[src/rtl/conv_ctrl_pkg.sv]
// Shared types and sizing helpers for the convolution window controller.
package conv_ctrl_pkg;

   typedef enum logic [1:0] {
      ST_IDLE  = 2'd0,
      ST_RUN   = 2'd1,
      ST_FLUSH = 2'd2,
      ST_DONE  = 2'd3
   } state_e;

   // Counter width for a modulo-n count; never narrower than one bit.
   function automatic int cnt_w(input int n);
      return (n <= 1) ? 1 : $clog2(n);
   endfunction

   // Number of stride-aligned window positions along one axis.
   function automatic int out_dim(input int img, input int k, input int s);
      return (img - k) / s + 1;
   endfunction

endpackage

[src/rtl/wrap_counter.sv]
// Modulo-N up counter with synchronous clear and a terminal-count flag.
module wrap_counter
   import conv_ctrl_pkg::*;
#(
   parameter int N = 4,
   localparam int W = cnt_w(N)
) (
   input  logic         clk,
   input  logic         reset,
   input  logic         clr_i,
   input  logic         en_i,
   output logic [W-1:0] cnt_o,
   output logic         wrap_o
);

   logic [W-1:0] cnt_q;
   logic [W-1:0] cnt_d;

   assign wrap_o = (cnt_q == W'(N - 1));
   assign cnt_o  = cnt_q;

   // Clear wins over increment; increment rolls over at N-1.
   always_comb begin
      cnt_d = cnt_q;
      if (clr_i) begin
         cnt_d = '0;
      end else if (en_i) begin
         cnt_d = wrap_o ? '0 : cnt_q + 1'b1;
      end
   end

   // Count register.
   always_ff @(posedge clk) begin
      if (reset) begin
         cnt_q <= '0;
      end else begin
         cnt_q <= cnt_d;
      end
   end

endmodule

[src/rtl/conv_window_ctrl.sv]
// Frame sequencer for the convolution front end: accepts a raster pixel
// stream, drives the line-buffer shift enable and flags stride-aligned
// complete KxK windows with their output-map coordinates.
module conv_window_ctrl
   import conv_ctrl_pkg::*;
#(
   parameter int IMG_WIDTH  = 28,
   parameter int IMG_HEIGHT = 28,
   parameter int KERNEL     = 5,
   parameter int STRIDE     = 1,
   localparam int OUT_W     = out_dim(IMG_WIDTH, KERNEL, STRIDE),
   localparam int OUT_H     = out_dim(IMG_HEIGHT, KERNEL, STRIDE),
   localparam int OCOL_W    = cnt_w(OUT_W),
   localparam int OROW_W    = cnt_w(OUT_H)
) (
   input  logic              clk,
   input  logic              reset,
   input  logic              start,
   output logic              busy,
   input  logic              in_valid,
   output logic              in_ready,
   output logic              lb_en,
   output logic              win_valid,
   input  logic              win_ready,
   output logic [OROW_W-1:0] out_row,
   output logic [OCOL_W-1:0] out_col,
   output logic              frame_done
);

   localparam int COL_W = cnt_w(IMG_WIDTH);
   localparam int ROW_W = cnt_w(IMG_HEIGHT);
   localparam int PH_W  = cnt_w(STRIDE);
   localparam logic [COL_W-1:0] COL_FIRST = COL_W'(KERNEL - 1);
   localparam logic [ROW_W-1:0] ROW_FIRST = ROW_W'(KERNEL - 1);

   state_e state_q;
   state_e state_d;
   logic   win_valid_q;
   logic   win_valid_d;

   logic             start_go;
   logic             consume;
   logic             complete;
   logic             last_px;
   logic             col_at_k;
   logic             row_at_k;
   logic [COL_W-1:0] col;
   logic [ROW_W-1:0] row;
   logic [PH_W-1:0]  col_ph;
   logic [PH_W-1:0]  row_ph;
   logic             col_wrap;
   logic             row_wrap;
   logic             col_ph_wrap_unused;
   logic             row_ph_wrap_unused;
   logic             out_col_wrap;
   logic             out_row_wrap_unused;

   assign start_go = (state_q == ST_IDLE) && start;
   assign consume  = win_valid_q && win_ready;
   // One-deep window slot: a new pixel may only shift in if the slot is
   // empty or being drained this cycle.
   assign in_ready = (state_q == ST_RUN) && (!win_valid_q || win_ready);
   assign lb_en    = in_valid && in_ready;
   assign col_at_k = (col >= COL_FIRST);
   assign row_at_k = (row >= ROW_FIRST);
   assign last_px  = col_wrap && row_wrap;
   assign complete = lb_en && row_at_k && col_at_k &&
                     (row_ph == '0) && (col_ph == '0);

   assign busy       = (state_q != ST_IDLE);
   assign frame_done = (state_q == ST_DONE);
   assign win_valid  = win_valid_q;

   wrap_counter #(.N(IMG_WIDTH)) u_col (
      .clk(clk), .reset(reset), .clr_i(start_go), .en_i(lb_en),
      .cnt_o(col), .wrap_o(col_wrap)
   );

   wrap_counter #(.N(IMG_HEIGHT)) u_row (
      .clk(clk), .reset(reset), .clr_i(start_go), .en_i(lb_en && col_wrap),
      .cnt_o(row), .wrap_o(row_wrap)
   );

   // Column phase restarts every row so column K-1 is always phase 0.
   wrap_counter #(.N(STRIDE)) u_col_ph (
      .clk(clk), .reset(reset), .clr_i(start_go || (lb_en && col_wrap)),
      .en_i(lb_en && col_at_k),
      .cnt_o(col_ph), .wrap_o(col_ph_wrap_unused)
   );

   // Row phase steps once per completed row from row K-1 onward.
   wrap_counter #(.N(STRIDE)) u_row_ph (
      .clk(clk), .reset(reset), .clr_i(start_go),
      .en_i(lb_en && col_wrap && row_at_k),
      .cnt_o(row_ph), .wrap_o(row_ph_wrap_unused)
   );

   wrap_counter #(.N(OUT_W)) u_out_col (
      .clk(clk), .reset(reset), .clr_i(start_go), .en_i(consume),
      .cnt_o(out_col), .wrap_o(out_col_wrap)
   );

   wrap_counter #(.N(OUT_H)) u_out_row (
      .clk(clk), .reset(reset), .clr_i(start_go), .en_i(consume && out_col_wrap),
      .cnt_o(out_row), .wrap_o(out_row_wrap_unused)
   );

   // Window slot: a completing accept fills it even while it is drained.
   always_comb begin
      win_valid_d = win_valid_q;
      if (complete) begin
         win_valid_d = 1'b1;
      end else if (consume) begin
         win_valid_d = 1'b0;
      end
   end

   // Frame sequencing: stream, drain the last window, then pulse done.
   always_comb begin
      state_d = state_q;
      unique case (state_q)
         ST_IDLE:  if (start) state_d = ST_RUN;
         ST_RUN:   if (lb_en && last_px) state_d = ST_FLUSH;
         ST_FLUSH: if (!win_valid_q || win_ready) state_d = ST_DONE;
         ST_DONE:  state_d = ST_IDLE;
         default:  state_d = ST_IDLE;
      endcase
   end

   // State and window-slot registers.
   always_ff @(posedge clk) begin
      if (reset) begin
         state_q     <= ST_IDLE;
         win_valid_q <= 1'b0;
      end else begin
         state_q     <= state_d;
         win_valid_q <= win_valid_d;
      end
   end

endmodule

[config.mk]
export PLATFORM = sky130hd
export DESIGN_NAME = conv_window_ctrl
export DESIGN_NICKNAME = d
export VERILOG_FILES = /design/src/rtl/conv_ctrl_pkg.sv /design/src/rtl/wrap_counter.sv /design/src/rtl/conv_window_ctrl.sv
export SDC_FILE = /design/constraint.sdc
export NUM_CORES = 1
export LEC_CHECK = 0
export ABC_AREA = 1
export BUFFER_PORTS_ARGS = -buffer_cell sky130_fd_sc_hd__buf_2
export CORE_MARGIN = 2
export CORE_UTILIZATION = 59
export CTS_CLUSTER_SIZE = 24
export DETAILED_ROUTE_END_ITERATION = 6
export PLACE_DENSITY = 0.81
export SLEW_MARGIN = 0
export SYNTH_ARGS = -nofsm -noshare
export SYNTH_HDL_FRONTEND = slang
export SYNTH_SLANG_ARGS = --single-unit
[constraint.sdc]
create_clock -name clk -period 2.6 [get_ports clk]
set_input_delay 0.26 -clock clk [delete_from_list [all_inputs] [get_ports clk]]
set_output_delay 0.26 -clock clk [all_outputs]
set_load 0.01 [all_outputs]
* Word level (Yosys, flattened, before mapping)
Cells that the tools add are included.
** Word-level totals
- Output and inout port bits :: 15
- Input bits :: 5
- Register bits :: 25
** Operators by class
- Bitwise gates (word level) :: 2
- Reductions and logical operators :: 23
- Order comparisons :: 2
- Eq/ne operators :: 10
- Add/subtract/negate cells :: 6
- Muxes and demuxes :: 12
** Operators with widths (number)
- adder 5 x 1 -> 5 bit, second input constant :: 4
- == test 5 bit, second input constant :: 4
- two-way mux 5 bit :: 4
- logical AND 1 bit :: 14
- >= comparator 5 x 3 -> 1 bit, second input constant :: 2
- case mux 2 bit (4 select lines) :: 1
- two-way mux 2 bit :: 3
- == test 2 bit, second input constant :: 2
- two-way mux 1 bit :: 4
- != test 2 bit, second input constant :: 2
- nonzero test 2 bit :: 2
- OR reduction 2 bit :: 2
- AND reduction 3 bit :: 1
- adder 1 bit, second input constant :: 2
- == test 2 x 1 -> 1 bit, second input constant :: 1
- logical NOT 2 bit :: 1
- logical OR 1 bit :: 2
- != test 2 x 1 -> 1 bit, second input constant :: 1
- inverter 1 bit :: 2
- logical NOT 1 bit :: 1

* Logic depth before layout (Yosys ltp)
- Depth in word-level cells :: 9
- Gate-level depth with buffers :: 10
- Gate-level depth less buffers :: 10

* By module
From an unflattened synthesis, not the netlist that was laid out.
** Second synthesis, totals
- Cells, all modules :: 200
- Area, all modules :: 1346.3 µm²
** By module, submodules not included
- wrap_counter (u_col ...) :: cells each 36, times used 2, sequential area each 100.1 µm², area an instance 246.5 µm²
- wrap_counter (u_out_col ...) :: cells each 35, times used 2, sequential area each 100.1 µm², area an instance 245.2 µm²
- conv_window_ctrl :: cells each 50, times used 1, sequential area each 60.1 µm², area an instance 317.8 µm²
- wrap_counter (u_col_ph ...) :: cells each 4, times used 2, sequential area each 0.0 µm², area an instance 22.5 µm²

* Worst setup path after synthesis
OpenSTA, ideal clock, no wires.
- Kind :: reg2reg
- Start :: register state_q[1]
- End :: register state_q[0]
- Required time :: 2.485 ns
- Period minus slack after synthesis :: 1.299 ns
- Arrival :: 1.184 ns
- Cell stages (with the launch flop) :: 9
- Setup time :: 0.115 ns
- Slack :: 1.301 ns
- Path buffers :: 0
- Path through :: dfxtp_1 > inv_1 > ha_1 > nand3_4 > inv_2 > nand2_1 > nand2_2 > a21oi_1 > nor2_1
** On the way
- Cells in the longest elaborated chain, start to end :: 6
** RTL lines
- start, declared :: RTL line conv_window_ctrl.sv:36 : state_e state_q;
- start signal, assigned :: RTL line conv_window_ctrl.sv:136 : state_q <= state_d;
- == test 2 x 1 -> 1 bit :: RTL line conv_window_ctrl.sv:62 : assign in_ready = (state_q == ST_RUN) && (!win_valid_q || win_ready);
- logical AND 1 bit :: RTL line conv_window_ctrl.sv:62
- logical AND 1 bit :: RTL line conv_window_ctrl.sv:63 : assign lb_en = in_valid && in_ready;
- via lb_en :: RTL line conv_window_ctrl.sv:22 : output logic lb_en,
- logical AND 1 bit :: RTL line conv_window_ctrl.sv:123 : ST_RUN: if (lb_en && last_px) state_d = ST_FLUSH;
- != test 2 x 1 -> 1 bit (no line)
- AND reduction 3 bit (no line)
The timed path passes the listed nets, and every way through them passes these cells.
A chain may end at the register's enable or synchronous reset.

* Worst setup path after layout
- Start :: register state_q[1]
- End :: output port lb_en
** On the way
- Cells in the longest elaborated chain, start to end :: 3
** RTL lines (RTL line)
- == test 2 x 1 -> 1 bit :: conv_window_ctrl.sv:62
- logical AND 1 bit :: conv_window_ctrl.sv:62
- logical AND 1 bit :: conv_window_ctrl.sv:63
- end, declared :: conv_window_ctrl.sv:22
Every way passes these cells.

==> out/qor.csv <==
stage,metric,value,unit
cells_and_area,n_diodes,0,
cells_and_area,layout cells sized above 1,0.196,
status,outcome,finished clean,
die,Die H,50.6,um
logic_synthesis,Post-Syn Nets,191,
clocking,CTS tree,yes,
setup_path,worst reg2reg path depth,7,
sta,FMAX,0.602,GHz
grt,GRT Total Usage,0.211,
clocking,total CTS buffers,3,
logic_synthesis,Post-Syn Instances,176,
min_path,hold path depth,2,
setup_path,crit path launch,state_q[1],
routing,DR iter-0 viols,32,
logic_synthesis,Synth Warn #,0,
clocking,# resized after CTS,0,
logic_synthesis,xor/xnor share of the synthesized area,0.0137,
setup_path,crit path max fanout,10,
routing,Via Count,1142,
clocking,Clock transition at path regs,0.13,ns
place,Placed Instances,222,
sta,RSZ-0062 raised after global routing,no,
logic_synthesis,"EDFF count, synth",0,
sta,max_slew headroom,0.843,
die,FP Rows,16,
place,I/O Buffers,19,
clocking,Root Buffer,clkbuf_4,
die,CORE AREA,2000,um^2
sta,min cycle time layout,1.66,ns
logic_synthesis,average size of a mapped cell,7.27,um^2
setup_path,reg2reg setup slack,1.12,ns
setup_path,endpoint class of the critical path,output pin,
routing,antenna-violating nets left,0,
place,Routability Congestion,0.872,
routing,routed wire length,2410,um
routing,DRC Markers,0,
power,LEAKAGE,0.701,nW
sta,Hold Fails Final Rpt,0,
logic_synthesis,mux share of post-synthesis cell area,0,
logic_synthesis,Synth Area in Compound Gates,0.102,
clocking,number of post-CTS setup repair buffers,0,
logic_synthesis,Netlist cell types,26,
die,die width,50.6,um
setup_path,Required @ worst endpoint,2.34,ns
logic_synthesis,post-synthesis sequential area ratio,0.360,
clocking,"Hold-fix buffers, CTS",0,
cells_and_area,P&R area growth vs syn,12.3,%
routing,met2 wire length,1120,um
logic_synthesis,Synth top area share,0.360,
logic_synthesis,adder-cell area share of the yosys netlist,0.0978,
routing,Post-Route M1 WL,1140,um
sta,Final Cycle Share,0.639,
logic_synthesis,synth top area cells,"dfxtp_1 36%, ha_1 9.8%, nand2_1 9.7%",
setup_path,CP arrival,1.40,ns
setup_path,FF-to-FF End,u_col.cnt_o[2],
logic_synthesis,cell taking the most area after synthesis,dfxtp_1,
cells_and_area,Multi-input gate area,689,um^2
die,initial core utilization,0.639,
logic_synthesis,Simple-Gate Fraction of Synth Area,0.326,
clocking,clk buf depth,2,
power,Power per Cell Area,566,nW/um^2
place,DP HPWL,1880,um
logic_synthesis,most instantiated cells after synthesis,"33 x nand2_1, 29 x inv_1, 23 x dfxtp_1",
logic_synthesis,"Top FF cell, synth",dfxtp_1,
sta,Slew @ Worst Pin,0.233,ns
setup_path,worst reg2reg startpoint,state_q[1],
die,full die area,2560,um^2
setup_path,Worst setup SP type,flip-flop,
min_path,Tightest Hold Check Type,input pin to flip-flop,
routing,met3 wire len,103,um
cells_and_area,Reg area,460,um^2
place,pre-CTS setup slack,1.15,ns
cells_and_area,# fillers,179,
sta,Finish-stage setup viols,0,
logic_synthesis,main combinational cell family by area after synthesis,simple AND/OR/NAND/NOR gates,
sta,Final WS setup,0.939,ns
grt,Congestion Overflow GR,0,
flow_run,max_cap viols,0,
logic_synthesis,Post-Syn Area,1280,um^2
routing,top layer in use,met4,
die,Top Ports,20,
sta,TNS Setup,0,ns
sta,clk_skew,0.00298,ns
clocking,H-tree levels,1,
grt,vias in the first global route,1012,
sta,fin. max-slew vios,0,
logic_synthesis,Yosys reg bits,23,
clocking,Clock Sinks,23,
setup_path,crit path kind,flip-flop to output pin,
routing,via/cell ratio,5.05,
grt,first-pass GRT wire length,4160,um
clocking,worst skew pair latency,0.31,ns
logic_synthesis,"Async S/R FF share, synth",0,
cells_and_area,"non-filler cells, final",226,
logic_synthesis,cell with the most instances after synthesis,nand2_1,
grt,largest net degree at the start of global routing,13,
setup_path,Setup crit end,lb_en,
power,Peak VDD IR,496,uV
grt,initial antenna violation count,0,
routing,DR WL/cell,10.7,um
cells_and_area,nets,215,
routing,TritonRoute pass-1 iters,4,
state kept, by name (all words and copies together) (netlist names):
name,count
u_out_col.cnt_o,5
state_q,2
u_col.cnt_o,5
u_out_row.cnt_o,5
win_valid,1
u_row.cnt_o,5
routing by layer:
metal | vias up | global-route usage
li1 | 596 | -
met1 | 504 | 0.272
met2 | 34 | 0.353
met3 | 8 | 0.0268
met4 | 0 | 0.0901
met5 | - | 0
power by group:
group | internal [mW] | switching, mW
registers | 0.372 | 0.0198
logic | 0.0943 | 0.161
clock network | 0.0598 | 0.106
final cells by class:
| class | instances | area share |
|---|---|---|
| Tap cell | 27 | 0.0235 |
| Timing Repair Buffer | 20 | 0.0714 |
| Inverter | 33 | 0.0862 |
| Clock buffer | 4 | 0.0183 |
| Multi-Input combinational cell | 119 | 0.480 |
| Sequential cell | 23 | 0.321 |
cells in the final DEF, fill, tap and decap left out, types with 3 or more instances in the layout:
| cell | n |
|---|---|
| nor3_1 | 6 |
| o21ai_0 | 7 |
| a21oi_1 | 16 |
| nand2_2 | 4 |
| inv_1 | 29 |
| inv_2 | 4 |
| buf_2 | 19 |
| clkbuf_4 | 3 |
| dfxtp_1 | 23 |
| nand2_1 | 33 |
| nor2_1 | 18 |
| nand3_1 | 6 |
| ha_1 | 10 |
cell families (layout without fill, tap and decap cells):
family | count (synthesis) | after routing
AO/OA/AOI/OAI | 25 | 25
XOR/XNOR | 2 | 2
AND/OR/NAND/NOR | 82 | 82
buffers and inverters | 34 | 57
flip-flops | 23 | 23
adder cells (fa/ha/maj) | 10 | 10
worst max-delay path: stages, from the launching register on:
cell and delay [ns]:
dfxtp_1 0.41, inv_1 0.08, ha_1 0.24, nand3_4 0.17
inv_2 0.06, buf_2 0.14
worst min path at each step:
stage | from | end | slack [ns]
finish | reset | win_valid | 0.13
CTS | reset | win_valid | 0.13
floorplan | reset | win_valid | 0.33
global placement | reset | win_valid | 0.46
global route | reset | win_valid | 0.13
detailed placement | reset | win_valid | 0.46
stage by stage:
step / total power [mW] / hold slack [ns] / instance area, um^2 / util
global placement: 0.642 / 0.459 / 1410 / 0.704
floorplan: 0.582 / 0.329 / 1280 / -
finish: 0.813 / 0.133 / 1440 / 0.718
CTS: 0.816 / 0.127 / 1440 / 0.718
global route: 0.860 / 0.130 / 1440 / 0.718
detailed placement: 0.654 / 0.464 / 1410 / 0.704
(Power assumes the default switching activity.)
